===== config.mk =====
export PLATFORM = sky130hd
export DESIGN_NAME = sound_frame_sequencer
export DESIGN_NICKNAME = d
export VERILOG_FILES = /design/src/rtl/sound_pkg.sv /design/src/rtl/sound_length_counter.sv /design/src/rtl/sound_frame_sequencer.sv
export SDC_FILE = /design/constraint.sdc
export NUM_CORES = 1
export LEC_CHECK = 0
export CORE_UTILIZATION = 60
export DETAILED_ROUTE_END_ITERATION = 8
export PLACE_DENSITY = 0.85
export SYNTH_ARGS = -nofsm -noshare
export SYNTH_HDL_FRONTEND = slang
export SYNTH_HIERARCHICAL = 1
export SYNTH_SLANG_ARGS = --single-unit
export TNS_END_PERCENT = 50

===== constraint.sdc =====
create_clock -name I_CLK_33MHZ -period 2.3 [get_ports I_CLK_33MHZ]
set_input_delay 0.345 -clock I_CLK_33MHZ [delete_from_list [all_inputs] [get_ports I_CLK_33MHZ]]
set_output_delay 0.345 -clock I_CLK_33MHZ [all_outputs]
set_load 0.01 [all_outputs]

===== src/rtl/sound_pkg.sv =====
// Shared constants and types for the sound frame sequencer and its length counters.
package sound_pkg;

   localparam int NUM_CH          = 4;
   localparam int CNT_W           = 9;
   localparam int STEP_W          = 3;
   localparam int NUM_STEPS       = 1 << STEP_W;
   localparam int DATA_W          = 8;

   // Length counter full-scale values: square/noise channels and the wave channel.
   localparam int LEN_MAX_SQ      = 64;
   localparam int LEN_MAX_WAVE    = 256;
   // Zero-based index of the wave channel (channel 3).
   localparam int WAVE_CH         = 2;

   // Bit n set means the tick fires when leaving frame step n.
   localparam logic [NUM_STEPS-1:0] STEP_LEN_MASK   = 8'b0101_0101;
   localparam logic [NUM_STEPS-1:0] STEP_SWEEP_MASK = 8'b0100_0100;
   localparam logic [NUM_STEPS-1:0] STEP_ENV_MASK   = 8'b1000_0000;

   // 33 MHz / 512 Hz frame step rate.
   localparam int CLK_DIV_DEFAULT = 64453;

   typedef logic [STEP_W-1:0] step_t;

   // Per-channel register-write controls seen by one length counter.
   typedef struct packed {
      logic trigger;
      logic len_en;
      logic len_load;
   } ch_ctl_t;

   // Full-scale length for a zero-based channel index.
   function automatic int len_max(input int ch);
      return (ch == WAVE_CH) ? LEN_MAX_WAVE : LEN_MAX_SQ;
   endfunction

endpackage


===== src/rtl/sound_length_counter.sv =====
// One channel's length counter and its channel-active flag.
// Priority: master disable > trigger > load > length tick.
module sound_length_counter
   import sound_pkg::*;
#(
   parameter int LMAX = LEN_MAX_SQ
) (
   input  logic              I_CLK_33MHZ,
   input  logic              I_RESET_L,
   input  logic              master_en,
   input  ch_ctl_t           ctl,
   input  logic [DATA_W-1:0] len_data,
   input  logic              len_tick,
   output logic              ch_on
);

   localparam logic [CNT_W-1:0] LMAX_V    = CNT_W'(LMAX);
   localparam logic [CNT_W-1:0] DATA_MASK = CNT_W'(LMAX - 1);
   localparam logic [CNT_W-1:0] CNT_ONE   = CNT_W'(1);

   logic [CNT_W-1:0] cnt_q;
   logic [CNT_W-1:0] cnt_d;
   logic             on_q;
   logic             on_d;
   logic [CNT_W-1:0] load_val;

   // Register writes store the complement: data 0 means full scale.
   assign load_val = LMAX_V - (CNT_W'(len_data) & DATA_MASK);
   assign ch_on    = on_q;

   // Next counter / active flag, highest-priority event first.
   always_comb begin
      cnt_d = cnt_q;
      on_d  = on_q;
      if (!master_en) begin
         cnt_d = '0;
         on_d  = 1'b0;
      end else if (ctl.trigger) begin
         on_d = 1'b1;
         if (cnt_q == '0) cnt_d = LMAX_V;
      end else if (ctl.len_load) begin
         cnt_d = load_val;
      end else if (len_tick && ctl.len_en && (cnt_q != '0)) begin
         cnt_d = cnt_q - CNT_ONE;
         // Expiry silences the channel in the same update as the final decrement.
         if (cnt_q == CNT_ONE) on_d = 1'b0;
      end
   end

   // Counter and active-flag state.
   always_ff @(posedge I_CLK_33MHZ or negedge I_RESET_L) begin
      if (!I_RESET_L) begin
         cnt_q <= '0;
         on_q  <= 1'b0;
      end else begin
         cnt_q <= cnt_d;
         on_q  <= on_d;
      end
   end

endmodule


===== src/rtl/sound_frame_sequencer.sv =====
// 512 Hz frame sequencer: prescaler, 8-step frame counter, length/sweep/envelope
// tick generation and four per-channel length counters.
module sound_frame_sequencer
   import sound_pkg::*;
#(
   parameter int CLK_DIV = CLK_DIV_DEFAULT
) (
   input  logic              I_CLK_33MHZ,
   input  logic              I_RESET_L,
   input  logic              I_MASTER_EN,
   input  logic [NUM_CH-1:0] I_TRIGGER,
   input  logic [NUM_CH-1:0] I_LEN_EN,
   input  logic [NUM_CH-1:0] I_LEN_LOAD,
   input  logic [DATA_W-1:0] I_LEN_DATA,
   output logic              O_LEN_TICK,
   output logic              O_SWEEP_TICK,
   output logic              O_ENV_TICK,
   output step_t             O_STEP,
   output logic [NUM_CH-1:0] O_CH_ON
);

   localparam int               PRE_W    = (CLK_DIV > 1) ? $clog2(CLK_DIV) : 1;
   localparam logic [PRE_W-1:0] PRE_LAST = PRE_W'(CLK_DIV - 1);
   localparam logic [PRE_W-1:0] PRE_ONE  = PRE_W'(1);
   localparam step_t            STEP_ONE = STEP_W'(1);

   logic [PRE_W-1:0] pre_q;
   logic             strobe;

   // One strobe per prescaler wrap; never while the sound block is off.
   assign strobe = I_MASTER_EN && (pre_q == PRE_LAST);

   // Prescaler: free-runs while enabled, held at zero while disabled so the
   // first strobe after enable lands a full CLK_DIV cycles later.
   always_ff @(posedge I_CLK_33MHZ or negedge I_RESET_L) begin
      if (!I_RESET_L) begin
         pre_q <= '0;
      end else if (!I_MASTER_EN || strobe) begin
         pre_q <= '0;
      end else begin
         pre_q <= pre_q + PRE_ONE;
      end
   end

   // Frame step counter and one-cycle ticks decoded from the step being left.
   always_ff @(posedge I_CLK_33MHZ or negedge I_RESET_L) begin
      if (!I_RESET_L) begin
         O_STEP       <= '0;
         O_LEN_TICK   <= 1'b0;
         O_SWEEP_TICK <= 1'b0;
         O_ENV_TICK   <= 1'b0;
      end else if (!I_MASTER_EN) begin
         O_STEP       <= '0;
         O_LEN_TICK   <= 1'b0;
         O_SWEEP_TICK <= 1'b0;
         O_ENV_TICK   <= 1'b0;
      end else begin
         O_LEN_TICK   <= strobe && STEP_LEN_MASK[O_STEP];
         O_SWEEP_TICK <= strobe && STEP_SWEEP_MASK[O_STEP];
         O_ENV_TICK   <= strobe && STEP_ENV_MASK[O_STEP];
         if (strobe) O_STEP <= O_STEP + STEP_ONE;
      end
   end

   for (genvar c = 0; c < NUM_CH; c++) begin : g_ch
      ch_ctl_t ctl;

      assign ctl = '{trigger: I_TRIGGER[c], len_en: I_LEN_EN[c], len_load: I_LEN_LOAD[c]};

      sound_length_counter #(
         .LMAX (len_max(c))
      ) u_len (
         .I_CLK_33MHZ (I_CLK_33MHZ),
         .I_RESET_L   (I_RESET_L),
         .master_en   (I_MASTER_EN),
         .ctl         (ctl),
         .len_data    (I_LEN_DATA),
         .len_tick    (O_LEN_TICK),
         .ch_on       (O_CH_ON[c])
      );
   end

endmodule


==> results.sh <==
export IMPL_status="completed"
export IMPL_syn_area_mm2=0.004446
export IMPL_end_kind="register"
export IMPL_ir_worst_vdd_uv=473.5
export IMPL_grt_remaining_overflow=0
export IMPL_reg2reg_to="g_ch[2].u_len/cnt_q[4]"
export IMPL_syn_to_final_growth_pct=16.16
export IMPL_n_antenna_cell=0
export IMPL_finalPower_mw=3.445
export IMPL_period_share_pct=87.15
export IMPL_detail_route_iter0_violations=252
export IMPL_synth_cell_type_count=59
export IMPL_hold_class="in2async"
export IMPL_io_pins=33
export IMPL_worstPathArrival_ns=2.25
export IMPL_synth_adder_area_share_pct=5.910
export IMPL_finalClockSkew_ns=0.005624
export IMPL_dpl_hpwl_mm=7.439
export IMPL_cts_root_buf="clkbuf_8"
export IMPL_via_per_inst=6.034
export IMPL_antenna_found_initial=0
export IMPL_maxSlewViolCount=0
export IMPL_clkLatencyLatePin_ns=0.34
export IMPL_fin_cells=654
export IMPL_num_vias=3946
export IMPL_critPathRequiredTime_ns=2.54
export IMPL_r2r_worst_path_cells=7
export IMPL_ys_warn_count=6
export IMPL_drc=0
export IMPL_dp_cells=637
export IMPL_p_leak_nw=2.192
export IMPL_placementRows=31
export IMPL_clockBufferDepth=2
export IMPL_yosys_area_top_type="dfrtp_1"
export IMPL_startpoint="g_ch[2].u_len/cnt_q[0]"
export IMPL_synth_cells=504
export IMPL_finalSetupViolCount=0
export IMPL_synth_edff_count=0
export IMPL_synthXorXnorAreaFrac_pct=8.472
export IMPL_synth_yosys_seq_area_share_pct=34.90
export IMPL_worst_pin_slew_ns=0.5431
export IMPL_gp_congestion=0.8680
export IMPL_synth_simple_area_share_pct=26.03
export IMPL_synth_top_cell_area_share_pct=34.90
export IMPL_die_area_mm2=0.007757
export IMPL_cts_tree="yes"
export IMPL_grt_pass1_wl_mm=17.57
export IMPL_fin_area_mm2=0.005164
export IMPL_avgSynthCellArea_um2=8.820
export IMPL_drtPass1Iterations=5
export IMPL_crit_path_end="g_ch[2].u_len/cnt_q[4]"
export IMPL_rrSetupSlack_ns=0.30
export IMPL_grt_max_degree=43
export IMPL_final_hold_viol_count=0
export IMPL_reg2reg_from="g_ch[2].u_len/cnt_q[0]"
export IMPL_cap_violations=0
export IMPL_die_h_um=88.08
export IMPL_max_freq_ghz=0.4989
export IMPL_core_mm2=0.007214
export IMPL_cts_buffers=9
export IMPL_grt_usage_pct=29.15
export IMPL_initial_core_util_pct=61.62
export IMPL_htreeDepth=3
export IMPL_synthMuxAreaShare_pct=1.801
export IMPL_ant_nets=0
export IMPL_critPathKind="reg2reg"
export IMPL_final_core_util_pct=71.57
export IMPL_postCtsSetupRepairBufs=0
export IMPL_fp_dieW_um=88.08
export IMPL_cts_num_sinks=62
export IMPL_tns_ns=0
export IMPL_drive_gt1_share_pct=10.81
export IMPL_wl_per_cell_um=16.07
export IMPL_synth_compound_area_share_pct=17.90
export IMPL_cp_max_fo=9
export IMPL_yosys_top_cells_area="dfrtp_1, ha_1, nor2_1"
export IMPL_startpoint_type="register"
export IMPL_async_flop_share_pct=100.0
export IMPL_wl_mm=10.51
export IMPL_synth_top_family_by_area="simple AND/OR/NAND/NOR gates"
export IMPL_layout_nets=594
export IMPL_synth_seq_cells=62
export IMPL_rsz0062_at_grt="false"
export IMPL_slew_headroom_pct=63.79
export IMPL_period_minus_slack_ns=2.004
export IMPL_io_buffers=32
export IMPL_synth_top_flop_cell="dfrtp_1"
export IMPL_syn_num_nets=548
export IMPL_p_per_area_mw_per_mm2=667.2
export IMPL_grt_pass1_vias=3914
export IMPL_placed_area_mm2=0.004923
export IMPL_clkSlewWorstSetupHoldPaths_ns=0.07
==> layout by cell type, fill, tap and decap left out, types with 4 or more instances in the layout <==
master           instances
or4_1                    4
ha_1                    21
nor3_1                  23
clkdlybuf4s50_1         31
inv_1                   28
o21ai_0                 22
o31a_1                   6
nor2_1                  68
nor3b_1                  5
dfrtp_1                 62
buf_4                   18
nor4_1                  12
nand2_1                 39
o21ai_1                 18
nor2b_1                  4
a21oi_1                 31
a22oi_1                  5
xnor2_1                 24
xor2_1                  19
nand4_1                  6
mux2i_1                  8
nand3_1                 12
o31ai_1                  8
clkbuf_8                 9
==> how the worst min path moves through the flow <==
| stage | slack, ns | depth (start not counted) | end | start |
|---|---|---|---|---|
| after floorplan | 0.05 | 0 | O_ENV_TICK | I_RESET_L |
| after global placement | 0.35 | 1 | g_ch[3].u_len/cnt_q[8] | I_RESET_L |
| after detailed placement | 0.35 | 1 | g_ch[3].u_len/cnt_q[8] | I_RESET_L |
| after CTS | 0.53 | 2 | g_ch[3].u_len/cnt_q[8] | I_RESET_L |
| after global routing | 0.55 | 2 | g_ch[3].u_len/ch_on | g_ch[3].u_len/ch_on |
| final | 0.51 | 2 | g_ch[3].u_len/cnt_q[8] | I_RESET_L |
==> report_power, final <==
part           internal (mW)  switching (mW)
registers               1.18           0.154
clock network          0.720           0.425
logic                  0.445           0.520
total                   2.35            1.10
==> state kept, by name, indices dropped and copies added, names as in the netlist <==
register	flops
g_ch.u_len/cnt_q	36
g_ch.u_len/ch_on	4
O_STEP	3
O_ENV_TICK	1
O_SWEEP_TICK	1
pre_q	16
O_LEN_TICK	1
==> cells in the mapped netlist, drive strengths merged, types with 11 or more instances <==
cell / count
buf: 11
nand3: 12
o31ai: 11
inv: 28
nor2: 68
nor3: 24
nand2: 39
xor2: 19
dfrtp: 62
ha: 21
a21oi: 31
o21ai: 42
xnor2: 24
nor4: 15
==> worst max-delay path, cell delays in order (launching register included) <==
cell       delay [ns]
dfrtp_1          0.44
inv_1            0.11
ha_1             0.17
or4b_4           0.49
o21ai_4          0.22
o2bb2ai_4        0.21
o21ai_0          0.15
o21ai_0          0.12
==> timing repair <==
| item | CTS | global route |
|---|---|---|
| hold buffers | 1 | 0 |
| endpoints found under the hold margin | 20 | 0 |
| gates resized for setup | 0 | 0 |
==> layer usage <==
layer | part of all wire, % | global-route usage, % | vias up
met5 | 0 | 0 | -
met4 | 2.6 | 11.58 | 0
met3 | 4.9 | 7.257 | 28
met2 | 50 | 50.11 | 115
met1 | 43 | 35.14 | 1913
li1 | - | - | 1890
==> through the flow <==
stage	hold slack (ns)	setup slack, ns
global placement	0.3527	0.1276
detailed placement	0.3526	0.03407
CTS	0.5277	0.3057
floorplan	0.04941	0.4824
global route	0.5531	0.1764
finish	0.5148	0.2956
==> cell type report <==
class,instances,area (um2)
inverter,28,105.1
tap,99,123.9
sequential,62,1551
multi-input combinational,397,2673
fill,560,2051
timing repair buffer,52,480.5
clock inverter,4,95.09
clock buffer,12,135.1
==> logic make-up (layout without fill, tap and decap cells) <==
logic type | Yosys count | in the layout
simple gates | 207 | 207
xor+xnor | 43 | 43
compound gates | 118 | 118
mux | 8 | 8
fa+ha+maj | 21 | 21
flops | 62 | 62
buf+inv | 45 | 96
No activity file was read; power rests on OpenSTA's default activity.
